`config.mk`:
```
export PLATFORM = sky130hd
export DESIGN_NAME = mac_feed_ctrl
export DESIGN_NICKNAME = d
export VERILOG_FILES = /design/src/rtl/mac_pkg.sv /design/src/rtl/mac_op_fifo.sv /design/src/rtl/mac_feed_ctrl.sv
export SDC_FILE = /design/constraint.sdc
export NUM_CORES = 1
export LEC_CHECK = 0
export ABC_AREA = 1
export BUFFER_PORTS_ARGS = -buffer_cell sky130_fd_sc_hd__buf_4
export CELL_PAD_IN_SITES_DETAIL_PLACEMENT = 1
export CELL_PAD_IN_SITES_GLOBAL_PLACEMENT = 1
export CORE_ASPECT_RATIO = 0.7
export CORE_MARGIN = 1
export CORE_UTILIZATION = 35
export CTS_BUF_LIST = sky130_fd_sc_hd__clkbuf_4
export CTS_CLUSTER_SIZE = 10
export DETAILED_ROUTE_END_ITERATION = 8
export PLACE_DENSITY_LB_ADDON = 0.1
export SYNTH_ARGS = -nofsm -noshare
export SYNTH_HDL_FRONTEND = slang
export SYNTH_HIERARCHICAL = 1
export SYNTH_SLANG_ARGS = --single-unit
export TNS_END_PERCENT = 10
```
`constraint.sdc`:
```
create_clock -name clk -period 2.6 [get_ports clk]
set_input_delay 0.13 -clock clk [delete_from_list [all_inputs] [get_ports clk]]
set_output_delay 0.13 -clock clk [all_outputs]
set_load 0.01 [all_outputs]
```
`src/rtl/mac_pkg.sv`:
```
// Shared definitions for the MAC operand feeder.
//   OP_W           : operand width driven to the downstream MAC
//   FIFO_DEPTH_DEF : default depth of the operand-pair buffer
//   state_e        : feeder FSM states
package mac_pkg;

  localparam int OP_W           = 8;
  localparam int FIFO_DEPTH_DEF = 4;

  typedef enum logic [2:0] {
    IDLE  = 3'd0,
    CLEAR = 3'd1,
    RUN   = 3'd2,
    DRAIN = 3'd3,
    DONE  = 3'd4
  } state_e;

endpackage

```
`src/rtl/mac_op_fifo.sv`:
```
// Synchronous single-clock FIFO holding operand pairs for the MAC feeder.
// No bypass: a word written on one edge is readable from the next cycle on.
// Ports:
//   clk, rst_n : clock, synchronous active-low reset (empties the FIFO)
//   push       : write push_data (ignored while full)
//   push_data  : word to write
//   full       : no free entry
//   pop        : advance read pointer (ignored while empty)
//   pop_data   : word at the head, valid while !empty
//   empty      : no stored entry
module mac_op_fifo #(
  parameter int DEPTH = 4,
  parameter int W     = 16
) (
  input  logic         clk,
  input  logic         rst_n,
  input  logic         push,
  input  logic [W-1:0] push_data,
  output logic         full,
  input  logic         pop,
  output logic [W-1:0] pop_data,
  output logic         empty
);

  localparam int AW = $clog2(DEPTH);

  logic [W-1:0]  mem_q [DEPTH];
  logic [W-1:0]  mem_d [DEPTH];
  logic [AW-1:0] wr_ptr_q, wr_ptr_d;
  logic [AW-1:0] rd_ptr_q, rd_ptr_d;
  logic [AW:0]   cnt_q, cnt_d;
  logic          do_push;
  logic          do_pop;

  assign full     = (cnt_q == (AW+1)'(DEPTH));
  assign empty    = (cnt_q == '0);
  assign do_push  = push && !full;
  assign do_pop   = pop && !empty;
  assign pop_data = mem_q[rd_ptr_q];

  // Pointers wrap naturally because DEPTH is a power of two.
  always_comb begin
    mem_d    = mem_q;
    wr_ptr_d = wr_ptr_q;
    rd_ptr_d = rd_ptr_q;
    cnt_d    = cnt_q;
    if (do_push) begin
      mem_d[wr_ptr_q] = push_data;
      wr_ptr_d        = wr_ptr_q + 1'b1;
    end
    if (do_pop) begin
      rd_ptr_d = rd_ptr_q + 1'b1;
    end
    case ({do_push, do_pop})
      2'b10:   cnt_d = cnt_q + 1'b1;
      2'b01:   cnt_d = cnt_q - 1'b1;
      default: cnt_d = cnt_q;
    endcase
  end

  always_ff @(posedge clk) begin
    if (!rst_n) begin
      wr_ptr_q <= '0;
      rd_ptr_q <= '0;
      cnt_q    <= '0;
    end else begin
      wr_ptr_q <= wr_ptr_d;
      rd_ptr_q <= rd_ptr_d;
      cnt_q    <= cnt_d;
    end
  end

  // Storage needs no reset; occupancy alone defines which entries are live.
  always_ff @(posedge clk) begin
    mem_q <= mem_d;
  end

endmodule

```
`src/rtl/mac_feed_ctrl.sv`:
```
// Feeds buffered operand pairs to a downstream MAC for one dot product.
// Ports:
//   clk, rst_n      : clock, synchronous active-low reset
//   in_vld/in_rdy   : operand-pair handshake, in_A/in_B the pair
//   start, len      : begin a dot product of len pairs (len sampled at start)
//   busy            : FSM not in IDLE
//   done            : one-cycle pulse, downstream accum is final
//   A, B, en, clr   : registered operands and controls to the MAC
//
// state | meaning
// IDLE  | waiting for start; en=0
// CLEAR | one cycle of en=1 clr=1 A=B=0, clears the MAC
// RUN   | issue one popped pair per cycle, bubbles (en=0) when FIFO empty
// DRAIN | en=1 A=B=0, flushes the MAC product register into accum
// DONE  | done=1 en=0, then back to IDLE
module mac_feed_ctrl
  import mac_pkg::*;
#(
  parameter int FIFO_DEPTH = FIFO_DEPTH_DEF,
  parameter int LEN_W      = 8
) (
  input  logic             clk,
  input  logic             rst_n,
  input  logic             in_vld,
  input  logic [OP_W-1:0]  in_A,
  input  logic [OP_W-1:0]  in_B,
  output logic             in_rdy,
  input  logic             start,
  input  logic [LEN_W-1:0] len,
  output logic             busy,
  output logic             done,
  output logic [OP_W-1:0]  A,
  output logic [OP_W-1:0]  B,
  output logic             en,
  output logic             clr
);

  state_e             state_q, state_d;
  logic [LEN_W-1:0]   cnt_q, cnt_d;
  logic [OP_W-1:0]    a_q, a_d;
  logic [OP_W-1:0]    b_q, b_d;
  logic               en_q, en_d;
  logic               clr_q, clr_d;
  logic               done_q, done_d;

  logic               fifo_full;
  logic               fifo_empty;
  logic               fifo_pop;
  logic [2*OP_W-1:0]  fifo_rdata;

  mac_op_fifo #(
    .DEPTH (FIFO_DEPTH),
    .W     (2*OP_W)
  ) u_fifo (
    .clk       (clk),
    .rst_n     (rst_n),
    .push      (in_vld),
    .push_data ({in_A, in_B}),
    .full      (fifo_full),
    .pop       (fifo_pop),
    .pop_data  (fifo_rdata),
    .empty     (fifo_empty)
  );

  assign in_rdy = !fifo_full;
  assign busy   = (state_q != IDLE);
  assign A      = a_q;
  assign B      = b_q;
  assign en     = en_q;
  assign clr    = clr_q;
  assign done   = done_q;

  // Outputs are computed for the state being entered, so the registered
  // outputs always line up with state_q. The pop for the first pair is
  // already taken while in CLEAR, so issue cycles follow CLEAR directly.
  // In RUN, cnt_q == 0 means the last pair is on the MAC inputs right now.
  always_comb begin
    state_d  = state_q;
    cnt_d    = cnt_q;
    a_d      = '0;
    b_d      = '0;
    en_d     = 1'b0;
    clr_d    = 1'b0;
    done_d   = 1'b0;
    fifo_pop = 1'b0;
    case (state_q)
      IDLE: begin
        if (start) begin
          state_d = CLEAR;
          cnt_d   = len;
          en_d    = 1'b1;
          clr_d   = 1'b1;
        end
      end
      CLEAR, RUN: begin
        if (cnt_q == '0) begin
          state_d = DRAIN;
          en_d    = 1'b1;
        end else begin
          state_d = RUN;
          if (!fifo_empty) begin
            fifo_pop = 1'b1;
            cnt_d    = cnt_q - 1'b1;
            en_d     = 1'b1;
            a_d      = fifo_rdata[2*OP_W-1:OP_W];
            b_d      = fifo_rdata[OP_W-1:0];
          end
        end
      end
      DRAIN: begin
        state_d = DONE;
        done_d  = 1'b1;
      end
      DONE: begin
        state_d = IDLE;
      end
      default: begin
        state_d = IDLE;
      end
    endcase
  end

  always_ff @(posedge clk) begin
    if (!rst_n) begin
      state_q <= IDLE;
      cnt_q   <= '0;
      a_q     <= '0;
      b_q     <= '0;
      en_q    <= 1'b0;
      clr_q   <= 1'b0;
      done_q  <= 1'b0;
    end else begin
      state_q <= state_d;
      cnt_q   <= cnt_d;
      a_q     <= a_d;
      b_q     <= b_d;
      en_q    <= en_d;
      clr_q   <= clr_d;
      done_q  <= done_d;
    end
  end

endmodule

```
==> impl_metrics.ini, run 1 <==
[final_layout]
nets = 504
design_area_sq_um = 5010
area_growth_pct = 20.0
multiInputGateArea_sq_um = 1190
drive_gt1_share_pct = 21.3
num_antenna_cells = 0
ff_latch_area_sq_um = 2660
utilization_pct = 44.2
fillers = 1292

[route]
drtAntennaViolNets = 0
drc = 0
avgRoutedWirePerCell_um = 14.6
drt-total-wl_um = 9180
dr.first_iter.drc_count = 112
vias_per_cell = 4.63
dr_total_vias = 2902
firstDrtPassIters = 4

[grt]
grt_use_total_pct = 15.9
grt_max_degree = 34
gr-total-overflow = 0
antenna_found_initial = 0
grt_pass1_vias = 2848
grt_pass1_wl_um = 14600

[pwr]
combPwrFrac_pct = 34.8
vdd_ir_drop_max_mv = 0.295
leakage_nw = 2.06
swShare_pct = 37.1
p_per_area_nw_per_um2 = 869
seqPwrFrac_pct = 46.3
clkPwrFrac_pct = 18.9
p_sw_mw = 1.62
p_int_mw = 2.74

[yosys]
synth_compound_area_share_pct = 9.16
yosys_warnings = 6
postSynthAreaPerCell_sq_um = 10.6
synth-simple-area-share_pct = 16.5
ys_async_sr_fraction_pct = 0
syn_inst = 394
synth-seq-area-share_pct = 63.7
synthXorXnorAreaFrac_pct = 0.419
synth_area_leaders = edfxtp_1 (46%), dfxtp_1 (18%), nor2_1 (6.4%)
synthFlopType = edfxtp_1
muxShareOfSynthArea_pct = 0
synth_largest_area_cell = edfxtp_1
synth_edf_count = 64
synth_top_area_share_pct = 46.0
synth_top_family_by_area = simple AND/OR/NAND/NOR gates
post-synth-top-count-cell = nor2_1
syn-cell-area_sq_um = 4180
yosys_register_bits = 101
synth_cell_types = 32
synth_fa_ha_area_share_pct = 2.28
synth_nets = 429
ys_top_cells_by_count = nor2_1 (71), edfxtp_1 (64), inv_1 (47)

[critical_path]
start_kind = flip-flop
critPathKind = reg -> reg
rr_startpoint = cnt_q[0]$_SDFFE_PN0P_
worst_r2r_endpoint = u_fifo/cnt_q[2]$_SDFFE_PN0P_
cpMaxStageDelayCell = fa_1
reg2reg_slack_ns = 0.25
crit_chain = inv_1, ha_1, nand3_2, nor2_4, nor2_2, nand2_1, inv_1, ha_1, inv_1, fa_1, inv_1, nand2_1, nand3_1, nand2_1, nand2_1, nor2_1
crit_fanout = 4
cp.arrival_ns = 2.71
cp.required_ns = 2.96
end_kind = flip-flop
max_stage_delay_ns = 0.38
r2r_cells = 16

[clock_network]
cts_inserted_buffers = 9
htreeDepth = 3
clock_path_buffers = 2
path_clk_slew_ns = 0.16
clk_latency_ns = 0.45
clockRootBuffer = clkbuf_4
clock_sinks = 101
cts_tree = built

[placement]
dp_hpwl_um = 6220
postPlaceCellArea_sq_um = 4670
place.gp.congestion = 0.801
io_buffer_count = 48
post-place-ws_ns = 0.280

[run_status]
status = complete, no violations

[floorplan]
die_area_sq_um = 12400
io_pins = 49
num_rows = 32
die_height_um = 93.4
coreArea_sq_um = 11300
dieWidth_um = 133
start_util_pct = 36.9

[worst_hold_path]
min_to = cnt_q[7]$_SDFFE_PN0P_
worstHoldStart = len[7]
min_path_cells = 5
hold_class = in -> reg

[timing]
layout_min_cycle_time_ns = 2.35
max_freq_ghz = 0.425
rsz0062_at_grt = false
worst_pin_slew_ns = 0.795
slew_violations = 0
setup_viol = 0
period_share_pct = 90.5
hold_violations = 0
slew_headroom_pct = 46.9
worst_slack_ns = 0.248
finClkSkew_ns = 0.0146
totalNegativeSetupSlack_ns = 0

[flow_run]
drv_cap = 0
state kept, by name (all words and copies together), names as in the netlist:
name	cells
u_fifo/rd_ptr_q	2
B	8
cnt_q	8
A	8
en	1
clr	1
u_fifo/cnt_q	3
state_q	3
u_fifo/wr_ptr_q	2
u_fifo/mem_q	64
done	1
worst max-delay path, delay by kind of cell (launching register included):
kind	cells	cell delay [ns]
buf+inv	4	0.31
fa+ha+maj	3	0.82
flops	1	0.35
simple gates	9	0.78
timing repair:
action	4_1_cts	5_1_grt
hold buffers	20	0
endpoints found under the hold margin	77	0
setup buffers	0	0
resized for setup	0	0
layout by cell type, fill, tap and decap left out, types with 4 or more instances in the layout:
cell,count
nand2_4,4
buf_4,56
dlygate4sd3_1,20
inv_1,47
nand2_2,5
nand3_1,11
clkbuf_4,9
o21ai_1,16
a21oi_1,10
nor2_2,11
edfxtp_1,64
dfxtp_1,37
nand2_1,37
o21ai_0,26
o22ai_1,16
nor2_1,71
ha_1,6
metal layers:
layer / up-vias / part of all wire [%] / global-route usage [%]
met5: - / 0 / 0
met4: 0 / 0.99 / 4.60
met3: 6 / 4.1 / 4.34
met2: 44 / 43 / 24.6
met1: 1389 / 51 / 21.7
li1: 1463 / - / -
per-stage QoR:
| stage | total power, mW | instances | hold WS, ns |
|---|---|---|---|
| 5_1_grt | 4.67 | 627 | 0.0482 |
| 3_5_place_dp | 3.57 | 591 | 0.337 |
| 6_report | 4.36 | 627 | 0.0527 |
| 3_3_place_gp | 3.53 | 591 | 0.333 |
| 4_1_cts | 4.42 | 627 | 0.0182 |
| 2_1_floorplan | 3.14 | 394 | 0.229 |
how the worst max path moves through the flow:
stage / startpoint / to / slack, ns / depth (start not counted)
finish: cnt_q[0]$_SDFFE_PN0P_ / u_fifo/cnt_q[2]$_SDFFE_PN0P_ / 0.25 / 16
global route: u_fifo/cnt_q[2]$_SDFFE_PN0P_ / u_fifo/cnt_q[2]$_SDFFE_PN0P_ / 0.06 / 16
CTS: cnt_q[0]$_SDFFE_PN0P_ / u_fifo/cnt_q[2]$_SDFFE_PN0P_ / 0.22 / 16
detailed placement: u_fifo/cnt_q[2]$_SDFFE_PN0P_ / u_fifo/cnt_q[2]$_SDFFE_PN0P_ / 0.28 / 17
global placement: cnt_q[0]$_SDFFE_PN0P_ / u_fifo/cnt_q[2]$_SDFFE_PN0P_ / 0.42 / 16
floorplan: cnt_q[0]$_SDFFE_PN0P_ / u_fifo/cnt_q[2]$_SDFFE_PN0P_ / 0.55 / 16
power groups by stage:
stage	clock [mW]	combinational, mW	sequential (mW)
finish	0.822	1.52	2.02
CTS	0.859	1.55	2.02
global placement	0	1.49	2.05
global route	0.913	1.71	2.04
detailed placement	0	1.51	2.05
floorplan	0	1.09	2.05
cell families after synthesis:
| family | Yosys count |
|---|---|
| simple gates | 147 |
| compound gates | 71 |
| xor+xnor | 2 |
| flops | 101 |
| fa+ha+maj | 7 |
| buf+inv | 66 |
area by class of cell:
class	count	area share (%)
multi-input combinational	227	23.7
inverter	54	4.24
clock buffer	9	1.35
timing repair buffer	76	12.4
clock inverter	7	1.45
tap	153	3.82
sequential	101	53.1
Power figures use the tool's default switching activity.
==> inputs of run 2 (changes only) <==
--- a/config.mk
+++ b/config.mk
@@ -16,6 +16,8 @@
 export CTS_CLUSTER_SIZE = 10
 export DETAILED_ROUTE_END_ITERATION = 8
 export PLACE_DENSITY_LB_ADDON = 0.1
+export SETUP_SLACK_MARGIN = 0.4
+export SLEW_MARGIN = 5
 export SYNTH_ARGS = -nofsm -noshare
 export SYNTH_HDL_FRONTEND = slang
 export SYNTH_HIERARCHICAL = 1
==> run 2 against run 1 <==
Against the previous run:
- critical path depth up 1
- die area unchanged
- clock skew rose by 0.00055 ns
- setup slack better by 0.27 ns
- via count up 1.1%
==> impl_metrics.ini, run 2 (same netlist as run 1, synthesis figures left out) <==
[critical_path]
cpMaxStageDelayCell = dfxtp_2
path_depth = 17
crit_chain = inv_1, nand2_2, inv_1, inv_2, nand4_4, nor2_4, nand2_1, inv_2, ha_2, inv_1, fa_2, inv_1, nand2_1, nand3_1, nand2_1, nand2_1, nor2_1
end_kind = flip-flop
rr_startpoint = u_fifo/cnt_q[2]$_SDFFE_PN0P_
crit_buf_inv = 6
cp.arrival_ns = 2.43
setup.worst_path.start = u_fifo/cnt_q[2]$_SDFFE_PN0P_
cp.required_ns = 2.95
r2r_cells = 17
max_stage_delay_ns = 0.37
start_kind = flip-flop
cp_top_family = simple AND/OR/NAND/NOR gates
critPathKind = reg -> reg
crit_fanout = 3

[final_layout]
design_area_sq_um = 5070
fin_cells = 631
nets = 508
drive_gt1_share_pct = 24.5
regMostFlops = u_fifo/mem_q
num_antenna_cells = 0
fillers = 1283
layout_commonest_cell = nor2_1
largest_reg_flops = 64
area_growth_pct = 21.4
final_cell_mix = nor2_1 (71), edfxtp_1 (64), buf_4 (60)

[route]
dr.first_iter.drc_count = 129
drc = 0
avgRoutedWirePerCell_um = 14.7
vias_per_cell = 4.65
drt-total-wl_um = 9300
firstDrtPassIters = 4
dr_total_vias = 2933
drtAntennaViolNets = 0

[pwr]
leakage_nw = 2.08
vdd_ir_drop_max_mv = 0.300
p_per_area_nw_per_um2 = 881

[placement]
postPlaceCellArea_sq_um = 4670
dp.cells = 591
dp_hpwl_um = 6220
place.gp.congestion = 0.801
io_buffer_count = 48

[timing]
setup_viol = 0
period_share_pct = 80.0
hold_violations = 0
hold_ws_ns = 0.0528
rsz0062_at_grt = false
worst_pin_slew_ns = 0.796
totalNegativeSetupSlack_ns = 0
layout_min_cycle_time_ns = 2.08
max_freq_ghz = 0.481
slew_violations = 0
slew_headroom_pct = 46.9
finClkSkew_ns = 0.0152

[floorplan]
die_area_sq_um = 12400
io_pins = 49
start_util_pct = 36.9
dieWidth_um = 133
coreArea_sq_um = 11300
num_rows = 32
die_height_um = 93.4

[grt]
antenna_found_initial = 0
grt_max_degree = 34
use_met2_pct = 25.0
grt.met3_usage_pct = 4.17
grt-busiest-layer = met2
globalRouteMet1Util_pct = 21.8
gr-total-overflow = 0
grt_use_total_pct = 15.9
grt_pass1_vias = 2844
grt_pass1_wl_um = 14600

[clock_network]
cts_inserted_buffers = 9
cts_tree = built
clock_sinks = 101
clock_path_buffers = 2
htreeDepth = 3
path_clk_slew_ns = 0.16
clockRootBuffer = clkbuf_4
clk_latency_ns = 0.45

[flow_run]
drv_cap = 0

[worst_hold_path]
worstHoldStart = len[7]
min_path_cells = 5
hold_class = in -> reg

[run_status]
status = complete, no violations
==> run 2: worst paths after layout <==
check / end / slack, ns
max: u_fifo/cnt_q[2]$_SDFFE_PN0P_ / 0.52
min reg2reg: state_q[2]$_SDFFE_PN0P_ / 0.52
min: cnt_q[7]$_SDFFE_PN0P_ / 0.05
max reg2reg: u_fifo/cnt_q[2]$_SDFFE_PN0P_ / 0.52
==> run 2: cell type report <==
cell class	instances	area [sq um]	share of cell area (%)
repair buffers	80	651	12.8
inverters	54	213	4.19
clock buffers	9	67.6	1.33
well taps	153	191	3.77
clock inverters	7	72.6	1.43
multi-input cells	227	1210	23.9
flip-flops and latches	101	2670	52.6
==> run 2: report_power, final <==
group	switching (mW)	total (mW)	internal (mW)
Clock	0.519	0.819	0.300
Combinational	1.04	1.62	0.588
Sequential	0.109	2.03	1.92
==> run 2: worst min-delay path, cell delays in order <==
cell and delay (ns):
buf_4 0.11, nor2_1 0.09, nor2_1 0.05, nand2_1 0.05, a21oi_1 0.05
==> run 2: what timing repair did <==
action / in CTS / in global routing
setup endpoints to repair: 1 / 2
pin swaps: 1 / 2
hold buffers: 20 / 0
setup buffers: 2 / 2
hold endpoints to repair: 77 / 0
resized for setup: 8 / 6
==> run 2: per-layer routing <==
metal | share of wire, % | vias up
li1 | - | 1471
met1 | 52 | 1408
met2 | 43 | 49
met3 | 4.0 | 5
met4 | 0.77 | 0
met5 | 0 | -
==> run 2: per-stage QoR <==
stage	worst slack (ns)	util [%]	total power, mW
detailed placement	0.280	41.2	3.57
finish	0.520	44.8	4.47
global placement	0.425	41.2	3.53
global route	0.398	44.8	4.77
CTS	0.409	44.5	4.46
floorplan	0.554	-	3.14
